--- src/rtl/bus_port_pkg.sv ---
`default_nettype none
// ============================================================================
//  Package     : bus_port_pkg
//  Description : Shared constants and the destination-ID helper for the bus
//                endpoint FIFO.
//  Revision    : 1.0 - initial release
// ============================================================================
package bus_port_pkg;

    localparam int             ID_W      = 8;
    localparam logic [ID_W-1:0] BCAST_ID = 8'hFF;
    // Widest packet the helper below can decode.
    localparam int             PKT_MAX_W = 64;

    // Destination ID lives in the top ID_W bits of a pkt_w-bit packet.
    function automatic logic [ID_W-1:0] dest_of(input logic [PKT_MAX_W-1:0] pkt,
                                                 input int unsigned           pkt_w);
        return ID_W'(pkt >> (pkt_w - ID_W));
    endfunction

endpackage
`default_nettype wire

--- src/rtl/bus_port_fifo_if.sv ---
`default_nettype none
// ============================================================================
//  Interface   : bus_port_fifo_if
//  Description : Client TX/RX handshakes and bus pop/push signals of one
//                endpoint. slave = the endpoint, master = client + bus side.
//  Revision    : 1.0 - initial release
// ============================================================================
interface bus_port_fifo_if #(
    parameter int PCKG_SZ = 16
) ();
    logic               tx_valid;
    logic               tx_ready;
    logic [PCKG_SZ-1:0] tx_data;
    logic               pndng;
    logic [PCKG_SZ-1:0] D_pop;
    logic               pop;
    logic               push;
    logic [PCKG_SZ-1:0] D_push;
    logic               rx_valid;
    logic               rx_ready;
    logic [PCKG_SZ-1:0] rx_data;
    logic [7:0]         rx_drop_cnt;
    logic [7:0]         rx_misroute_cnt;

    modport slave (
        input  tx_valid, tx_data, pop, push, D_push, rx_ready,
        output tx_ready, pndng, D_pop, rx_valid, rx_data, rx_drop_cnt, rx_misroute_cnt
    );

    modport master (
        output tx_valid, tx_data, pop, push, D_push, rx_ready,
        input  tx_ready, pndng, D_pop, rx_valid, rx_data, rx_drop_cnt, rx_misroute_cnt
    );
endinterface
`default_nettype wire

--- src/rtl/bus_port_fifo_sync_fifo.sv ---
`default_nettype none
// ============================================================================
//  Module      : sync_fifo
//  Description : First-word-fall-through synchronous FIFO. Head reads as 0
//                while empty; writes when full and reads when empty are
//                ignored.
//  Revision    : 1.0 - initial release
// ============================================================================
module sync_fifo #(
    parameter int W     = 16,
    parameter int DEPTH = 16
) (
    input  wire logic                       clk,
    input  wire logic                       reset,
    input  wire logic                       wr_en,
    input  wire logic [W-1:0]               wr_data,
    input  wire logic                       rd_en,
    output logic                            full,
    output logic                            empty,
    output logic [$clog2(DEPTH):0]          count,
    output logic [W-1:0]                    head
);
    localparam int AW = $clog2(DEPTH);
    localparam int CW = AW + 1;

    logic [W-1:0]  r_mem [DEPTH];
    logic [AW-1:0] r_wr_ptr;
    logic [AW-1:0] r_rd_ptr;
    logic [CW-1:0] r_count;
    logic          w_wr;
    logic          w_rd;

    assign full  = (r_count == CW'(DEPTH));
    assign empty = (r_count == '0);
    assign count = r_count;
    assign head  = empty ? '0 : r_mem[r_rd_ptr];
    assign w_wr  = wr_en && !full;
    assign w_rd  = rd_en && !empty;

    // Pointer and occupancy tracking; pointers wrap naturally at DEPTH.
    always_ff @(posedge clk) begin
        if (!reset) begin
            r_wr_ptr <= '0;
            r_rd_ptr <= '0;
            r_count  <= '0;
        end else begin
            if (w_wr) r_wr_ptr <= r_wr_ptr + AW'(1);
            if (w_rd) r_rd_ptr <= r_rd_ptr + AW'(1);
            r_count <= r_count + CW'(w_wr) - CW'(w_rd);
        end
    end

    // Storage needs no reset: the head is masked whenever the FIFO is empty.
    always_ff @(posedge clk) begin
        if (w_wr) r_mem[r_wr_ptr] <= wr_data;
    end
endmodule
`default_nettype wire

--- src/rtl/bus_port_fifo.sv ---
`default_nettype none
// ============================================================================
//  Module      : bus_port_fifo
//  Description : Bus driver endpoint. TX FIFO feeds the bus (pndng/D_pop/pop),
//                RX FIFO captures bus deliveries filtered on destination ID,
//                with saturating drop and misroute counters.
//  Revision    : 1.0 - initial release
// ============================================================================
module bus_port_fifo
    import bus_port_pkg::*;
#(
    parameter int              PCKG_SZ = 16,
    parameter int              DEPTH   = 16,
    parameter logic [ID_W-1:0] PORT_ID = 8'd0
) (
    input  wire logic          clk,
    input  wire logic          reset,
    bus_port_fifo_if.slave     bus
);
    localparam int CW = $clog2(DEPTH) + 1;

    logic               w_tx_full, w_tx_empty, w_rx_full, w_rx_empty;
    logic [CW-1:0]      w_tx_count, w_rx_count;
    logic [PCKG_SZ-1:0] w_tx_head, w_rx_head;
    logic [PCKG_SZ-1:0] w_push_pkt;
    logic [ID_W-1:0]    w_dest;
    logic               w_dest_ok;
    logic               w_tx_wr, w_tx_rd, w_rx_wr, w_rx_rd;
    logic               w_rx_drop, w_rx_mis;
    logic [7:0]         r_drop_cnt, r_mis_cnt;
    logic               w_unused;

    // Bus data is only looked at while push is high, so an idle X bus stays contained.
    assign w_push_pkt = bus.push ? bus.D_push : '0;
    assign w_dest     = dest_of(PKT_MAX_W'(w_push_pkt), PCKG_SZ);
    assign w_dest_ok  = (w_dest == PORT_ID) || (w_dest == BCAST_ID);

    // Every handshake is gated by reset so in-flight transfers are lost.
    assign w_tx_wr   = reset && bus.tx_valid && !w_tx_full;
    assign w_tx_rd   = reset && bus.pop && !w_tx_empty;
    assign w_rx_wr   = reset && bus.push && w_dest_ok && !w_rx_full;
    assign w_rx_drop = reset && bus.push && w_dest_ok && w_rx_full;
    assign w_rx_mis  = reset && bus.push && !w_dest_ok;
    assign w_rx_rd   = reset && bus.rx_ready && !w_rx_empty;

    assign bus.tx_ready        = reset && !w_tx_full;
    assign bus.pndng           = reset && !w_tx_empty;
    assign bus.D_pop           = reset ? w_tx_head : '0;
    assign bus.rx_valid        = reset && !w_rx_empty;
    assign bus.rx_data         = reset ? w_rx_head : '0;
    assign bus.rx_drop_cnt     = r_drop_cnt;
    assign bus.rx_misroute_cnt = r_mis_cnt;

    assign w_unused = ^{w_tx_count, w_rx_count};

    sync_fifo #(.W(PCKG_SZ), .DEPTH(DEPTH)) u_tx_fifo (
        .clk     (clk),
        .reset   (reset),
        .wr_en   (w_tx_wr),
        .wr_data (bus.tx_data),
        .rd_en   (w_tx_rd),
        .full    (w_tx_full),
        .empty   (w_tx_empty),
        .count   (w_tx_count),
        .head    (w_tx_head)
    );

    sync_fifo #(.W(PCKG_SZ), .DEPTH(DEPTH)) u_rx_fifo (
        .clk     (clk),
        .reset   (reset),
        .wr_en   (w_rx_wr),
        .wr_data (w_push_pkt),
        .rd_en   (w_rx_rd),
        .full    (w_rx_full),
        .empty   (w_rx_empty),
        .count   (w_rx_count),
        .head    (w_rx_head)
    );

    // Saturating drop / misroute event counters.
    always_ff @(posedge clk) begin
        if (!reset) begin
            r_drop_cnt <= '0;
            r_mis_cnt  <= '0;
        end else begin
            if (w_rx_drop && (r_drop_cnt != 8'hFF)) r_drop_cnt <= r_drop_cnt + 8'd1;
            if (w_rx_mis  && (r_mis_cnt  != 8'hFF)) r_mis_cnt  <= r_mis_cnt  + 8'd1;
        end
    end
endmodule
`default_nettype wire

--- src/flat_wrapper.sv ---
// flat-port wrapper written by rule: the top's interface ports become plain ports
module bus_port_fifo_flat import bus_port_pkg::*;
#(
    parameter int              PCKG_SZ = 16,
    parameter int              DEPTH   = 16,
    parameter logic [ID_W-1:0] PORT_ID = 8'd0
)
  (clk, reset, bus_tx_valid, bus_tx_data, bus_pop, bus_push, bus_D_push, bus_rx_ready, bus_tx_ready, bus_pndng, bus_D_pop, bus_rx_valid, bus_rx_data, bus_rx_drop_cnt, bus_rx_misroute_cnt);
  bus_port_fifo_if #(.PCKG_SZ(PCKG_SZ)) bus_i ();
  input  wire logic clk;
  input  wire logic reset;
  input wire logic [$bits(bus_i.tx_valid)-1:0] bus_tx_valid;
  input wire logic [$bits(bus_i.tx_data)-1:0] bus_tx_data;
  input wire logic [$bits(bus_i.pop)-1:0] bus_pop;
  input wire logic [$bits(bus_i.push)-1:0] bus_push;
  input wire logic [$bits(bus_i.D_push)-1:0] bus_D_push;
  input wire logic [$bits(bus_i.rx_ready)-1:0] bus_rx_ready;
  output wire logic [$bits(bus_i.tx_ready)-1:0] bus_tx_ready;
  output wire logic [$bits(bus_i.pndng)-1:0] bus_pndng;
  output wire logic [$bits(bus_i.D_pop)-1:0] bus_D_pop;
  output wire logic [$bits(bus_i.rx_valid)-1:0] bus_rx_valid;
  output wire logic [$bits(bus_i.rx_data)-1:0] bus_rx_data;
  output wire logic [$bits(bus_i.rx_drop_cnt)-1:0] bus_rx_drop_cnt;
  output wire logic [$bits(bus_i.rx_misroute_cnt)-1:0] bus_rx_misroute_cnt;
  assign bus_i.tx_valid = bus_tx_valid;
  assign bus_i.tx_data = bus_tx_data;
  assign bus_i.pop = bus_pop;
  assign bus_i.push = bus_push;
  assign bus_i.D_push = bus_D_push;
  assign bus_i.rx_ready = bus_rx_ready;
  assign bus_tx_ready = bus_i.tx_ready;
  assign bus_pndng = bus_i.pndng;
  assign bus_D_pop = bus_i.D_pop;
  assign bus_rx_valid = bus_i.rx_valid;
  assign bus_rx_data = bus_i.rx_data;
  assign bus_rx_drop_cnt = bus_i.rx_drop_cnt;
  assign bus_rx_misroute_cnt = bus_i.rx_misroute_cnt;
  bus_port_fifo #(.PCKG_SZ(PCKG_SZ), .DEPTH(DEPTH), .PORT_ID(PORT_ID)) u_core (.clk(clk), .reset(reset), .bus(bus_i));
endmodule
--- config.mk ---
export PLATFORM = sky130hd
export DESIGN_NAME = bus_port_fifo_flat
export DESIGN_NICKNAME = d
export VERILOG_FILES = /design/src/rtl/bus_port_pkg.sv /design/src/rtl/bus_port_fifo_if.sv /design/src/rtl/bus_port_fifo_sync_fifo.sv /design/src/rtl/bus_port_fifo.sv /design/src/flat_wrapper.sv
export SDC_FILE = /design/constraint.sdc
export NUM_CORES = 1
export LEC_CHECK = 0
export ABC_AREA = 0
export CORE_AREA = 2 2 208 210
export DETAILED_ROUTE_END_ITERATION = 12
export DIE_AREA = 0 0 210 212
export GPL_TIMING_DRIVEN = 0
export PLACE_DENSITY_LB_ADDON = 0.2
export RECOVER_POWER = 100
export SYNTH_ARGS = -nofsm -noshare
export SYNTH_HDL_FRONTEND = slang
export SYNTH_HIERARCHICAL = 1
export SYNTH_SLANG_ARGS = --single-unit
--- constraint.sdc ---
create_clock -name clk -period 6.3 [get_ports clk]
set_clock_uncertainty 0.2 [all_clocks]
set_input_delay 1.89 -clock clk [delete_from_list [all_inputs] [get_ports clk]]
set_output_delay 1.89 -clock clk [all_outputs]
set_load 0.01 [all_outputs]
==> flow_metrics.env <==
export IMPL_outcome="complete, but fails checks"
export IMPL_violations="max-capacitance violations, max-slew violations"
export IMPL_clk_pin_slew_ns=0.06
export IMPL_htree_levels=2
export IMPL_gr_total_overflow=0
export IMPL_ir_drop_uv=247
export IMPL_path_class="input port to output port"
export IMPL_clkLatencyLatePin_ns=0.60
export IMPL_area_growth_pct=15.2
export IMPL_wl_per_cell_um=24.2
export IMPL_p_per_area_nw_per_um2=332
export IMPL_async_reset_ff_share_pct=0
export IMPL_cts_setup_buffers=0
export IMPL_route_detailed_drc=0
export IMPL_setup_viol=0
export IMPL_coreArea_um2=42500
export IMPL_fp_dieH_um=212
export IMPL_slew_viol_final=40
export IMPL_rows=76
export IMPL_synth_edf_count=512
export IMPL_fillCellCount=3021
export IMPL_crit_end="bus_pndng"
export IMPL_setup_tns_ns=0
export IMPL_reg2reg_to="u_core/u_tx_fifo/r_mem[2][11]$_DFFE_PP_"
export IMPL_rr_worst_depth=12
export IMPL_hold_class="flop to flop"
export IMPL_ioPinCount=89
export IMPL_syn_area_per_cell_um2=18.7
export IMPL_placed_area_um2=25000
export IMPL_critPathMaxStageDelay_ns=0.59
export IMPL_leakage_nw=8.72
export IMPL_min_period_ns=6.10
export IMPL_antenna_left=0
export IMPL_synth_flop_cell="edfxtp_1"
export IMPL_synth_area_um2=23000
export IMPL_drive_gt1_share_pct=22.8
export IMPL_crit_chain="clkbuf_1, buf_4, clkinvlp_2, nor2_1, clkdlybuf4s50_1"
export IMPL_timing_fmax_mhz=164
export IMPL_worst_slew_pin_slew_ns=1.58
export IMPL_cts_root_buf="clkbuf_16"
export IMPL_final_nets=1472
export IMPL_yosys_warnings=6
export IMPL_slowest_stage="clkdlybuf4s50_1"
export IMPL_timing_rr_start="u_core/u_tx_fifo/count[2]$_SDFF_PN0_"
export IMPL_synthCells=1229
export IMPL_rsz0062_at_grt="false"
export IMPL_reg2reg_slack_ns=2.22
export IMPL_setup_worst_path_start="reset"
export IMPL_grt_pass1_vias=12100
export IMPL_critPathMaxFanout=12
export IMPL_worst_setup_path_end_kind="output port"
export IMPL_dpl_hpwl_um=32400
export IMPL_final_area_um2=26500
export IMPL_ys_seq_elements=562
export IMPL_syn_num_nets=1293
export IMPL_vias=11700
export IMPL_start_util_pct=54.1
export IMPL_gp_congestion=0.806
export IMPL_finalCritPeriodShare_pct=96.9
export IMPL_drt_wl_total_um=48600
export IMPL_dieArea_um2=44500
export IMPL_final_common_cell="edfxtp_1"
export IMPL_cp_required_ns=4.21
export IMPL_portBuffers=87
export IMPL_holdBufCountCts=0
export IMPL_cts_path_max_buffers=3
export IMPL_layout_common_cells="512 x edfxtp_1, 118 x mux4_2, 95 x inv_1, 66 x and2_0, 58 x clkbuf_16"
export IMPL_die_x_um=210
export IMPL_grt_pass1_wl_um=73400
export IMPL_grt_max_degree=17
export IMPL_hold_viol=0
export IMPL_cts_tree="done"
export IMPL_first_iter_violations=1019
export IMPL_cap_violations=4
export IMPL_vias_per_cell=5.85
export IMPL_arrival_ns=4.01
export IMPL_antenna_found_initial=3
export IMPL_slew_headroom_pct=-6.63
export IMPL_cts_made_buffers=56
export IMPL_track_usage_pct=22.5
export IMPL_firstDrtPassIters=5
export IMPL_synth_seq_area_share_pct=71.2
export IMPL_clkSinkCount=562
export IMPL_cp_start_kind="input port"
export IMPL_ys_types=56
-- synthesized netlist by cell type, types with 6 or more instances --
| library cell | n | area [um^2] |
|---|---|---|
| nor3_1 | 13 | 65.1 |
| edfxtp_1 | 512 | 15400 |
| ha_1 | 24 | 300 |
| buf_4 | 6 | 45.0 |
| mux2i_1 | 6 | 60.1 |
| clkbuf_1 | 18 | 67.6 |
| xnor2_1 | 13 | 114 |
| mux4_1 | 10 | 263 |
| and2_1 | 80 | 500 |
| mux4_2 | 118 | 2660 |
| xor2_1 | 6 | 52.6 |
| and3_1 | 9 | 56.3 |
| o221ai_2 | 32 | 480 |
| nand2_1 | 55 | 206 |
| nand4_1 | 9 | 56.3 |
| mux2_2 | 30 | 338 |
| nor4_1 | 9 | 56.3 |
| buf_6 | 6 | 67.6 |
| buf_2 | 22 | 110 |
| nand3_1 | 17 | 85.1 |
| a21oi_1 | 7 | 35.0 |
| o21ai_0 | 6 | 30.0 |
| dfxtp_1 | 50 | 1000 |
| inv_1 | 94 | 353 |
| nor2_1 | 17 | 63.8 |
-- report_power, final --
part | switching [mW] | total (mW) | internal [mW]
Clock | 1.36 | 3.21 | 1.85
Sequential | 0.0334 | 4.17 | 4.13
Combinational | 0.767 | 1.44 | 0.669
-- state kept, by name (all words and copies together), names as in the netlist, named ones only --
| name | count |
|---|---|
| u_core/u_tx_fifo/r_wr_ptr | 4 |
| u_core/u_rx_fifo/r_rd_ptr | 4 |
| u_core/u_rx_fifo/count | 5 |
| u_core/bus.rx_misroute_cnt | 8 |
| u_core/u_rx_fifo/r_wr_ptr | 4 |
| u_core/u_rx_fifo/r_mem | 256 |
| u_core/u_tx_fifo/r_mem | 256 |
| u_core/bus.rx_drop_cnt | 8 |
| u_core/u_tx_fifo/count | 5 |
| u_core/u_tx_fifo/r_rd_ptr | 4 |
-- per-layer routing --
layer,global-route usage (%),wire length [um],part of all wire [%],vias to the layer above
li1,-,-,-,5180
met4,5.55,981,2.0,2
met2,34.5,22300,46,386
met1,33.2,21700,45,6084
met3,5.45,3640,7.5,69
met5,0,13,0.027,-
-- critical path, delay by kind of cell --
| family | cells | cell delay [ns] |
|---|---|---|
| AND/OR/NAND/NOR | 1 | 0.33 |
| buffers and inverters | 4 | 1.79 |
-- cell type report --
type	instances	area [um^2]	area share [%]
well taps	546	683	2.58
plain buffers	56	375	1.42
multi-input cells	512	5880	22.2
inverters	99	373	1.41
flip-flops and latches	562	16400	61.8
clock buffers	76	1560	5.88
clock inverters	30	223	0.840
diodes	2	5.00	0.0189
repair buffers	121	1020	3.87
-- stage by stage --
step / utilization (%) / instances / worst slack (ns) / power (mW) / hold slack (ns)
final: 62.3 / 2004 / 0.196 / 8.81 / 0.282
after global routing: 62.3 / 2002 / 0.0783 / 9.17 / 0.319
after CTS: 63.1 / 2002 / 0.0322 / 8.91 / 0.291
after detailed placement: 58.9 / 1896 / -0.465 / 5.71 / 0.274
after global placement: 57.8 / 1862 / -1.95 / 5.67 / 0.265
after floorplan: - / 1229 / 0.754 / 5.21 / 0.260
-- repair_timing --
item,CTS,global route
gates cloned,0,0
endpoints found under the setup margin,29,10
resized for setup,6,3
-- kinds of logic (layout without fill, tap and decap cells) --
family | after synthesis | after routing | share of synthesized area [%]
buf+inv | 155 | 382 | 3.22
compound gates | 60 | 60 | 2.89
other cells | 0 | 2 | 0
flops | 562 | 562 | 71.2
simple gates | 241 | 241 | 5.95
mux | 166 | 166 | 14.6
xor+xnor | 19 | 19 | 0.723
fa+ha+maj | 26 | 26 | 1.48
-- how the worst min path moves through the flow --
stage	from	endpoint	cells past startpoint
after global placement	u_core/bus.rx_misroute_cnt[5]$_SDFFE_PN0P_	u_core/bus.rx_misroute_cnt[5]$_SDFFE_PN0P_	1
after detailed placement	u_core/bus.rx_misroute_cnt[5]$_SDFFE_PN0P_	u_core/bus.rx_misroute_cnt[5]$_SDFFE_PN0P_	1
after floorplan	u_core/u_rx_fifo/r_rd_ptr[1]$_SDFFE_PN0N_	flop	2
after global routing	u_core/bus.rx_misroute_cnt[5]$_SDFFE_PN0P_	u_core/bus.rx_misroute_cnt[5]$_SDFFE_PN0P_	1
after CTS	u_core/bus.rx_misroute_cnt[5]$_SDFFE_PN0P_	u_core/bus.rx_misroute_cnt[5]$_SDFFE_PN0P_	1
final	u_core/bus.rx_misroute_cnt[5]$_SDFFE_PN0P_	u_core/bus.rx_misroute_cnt[5]$_SDFFE_PN0P_	1
Power figures use the tool's default switching activity.
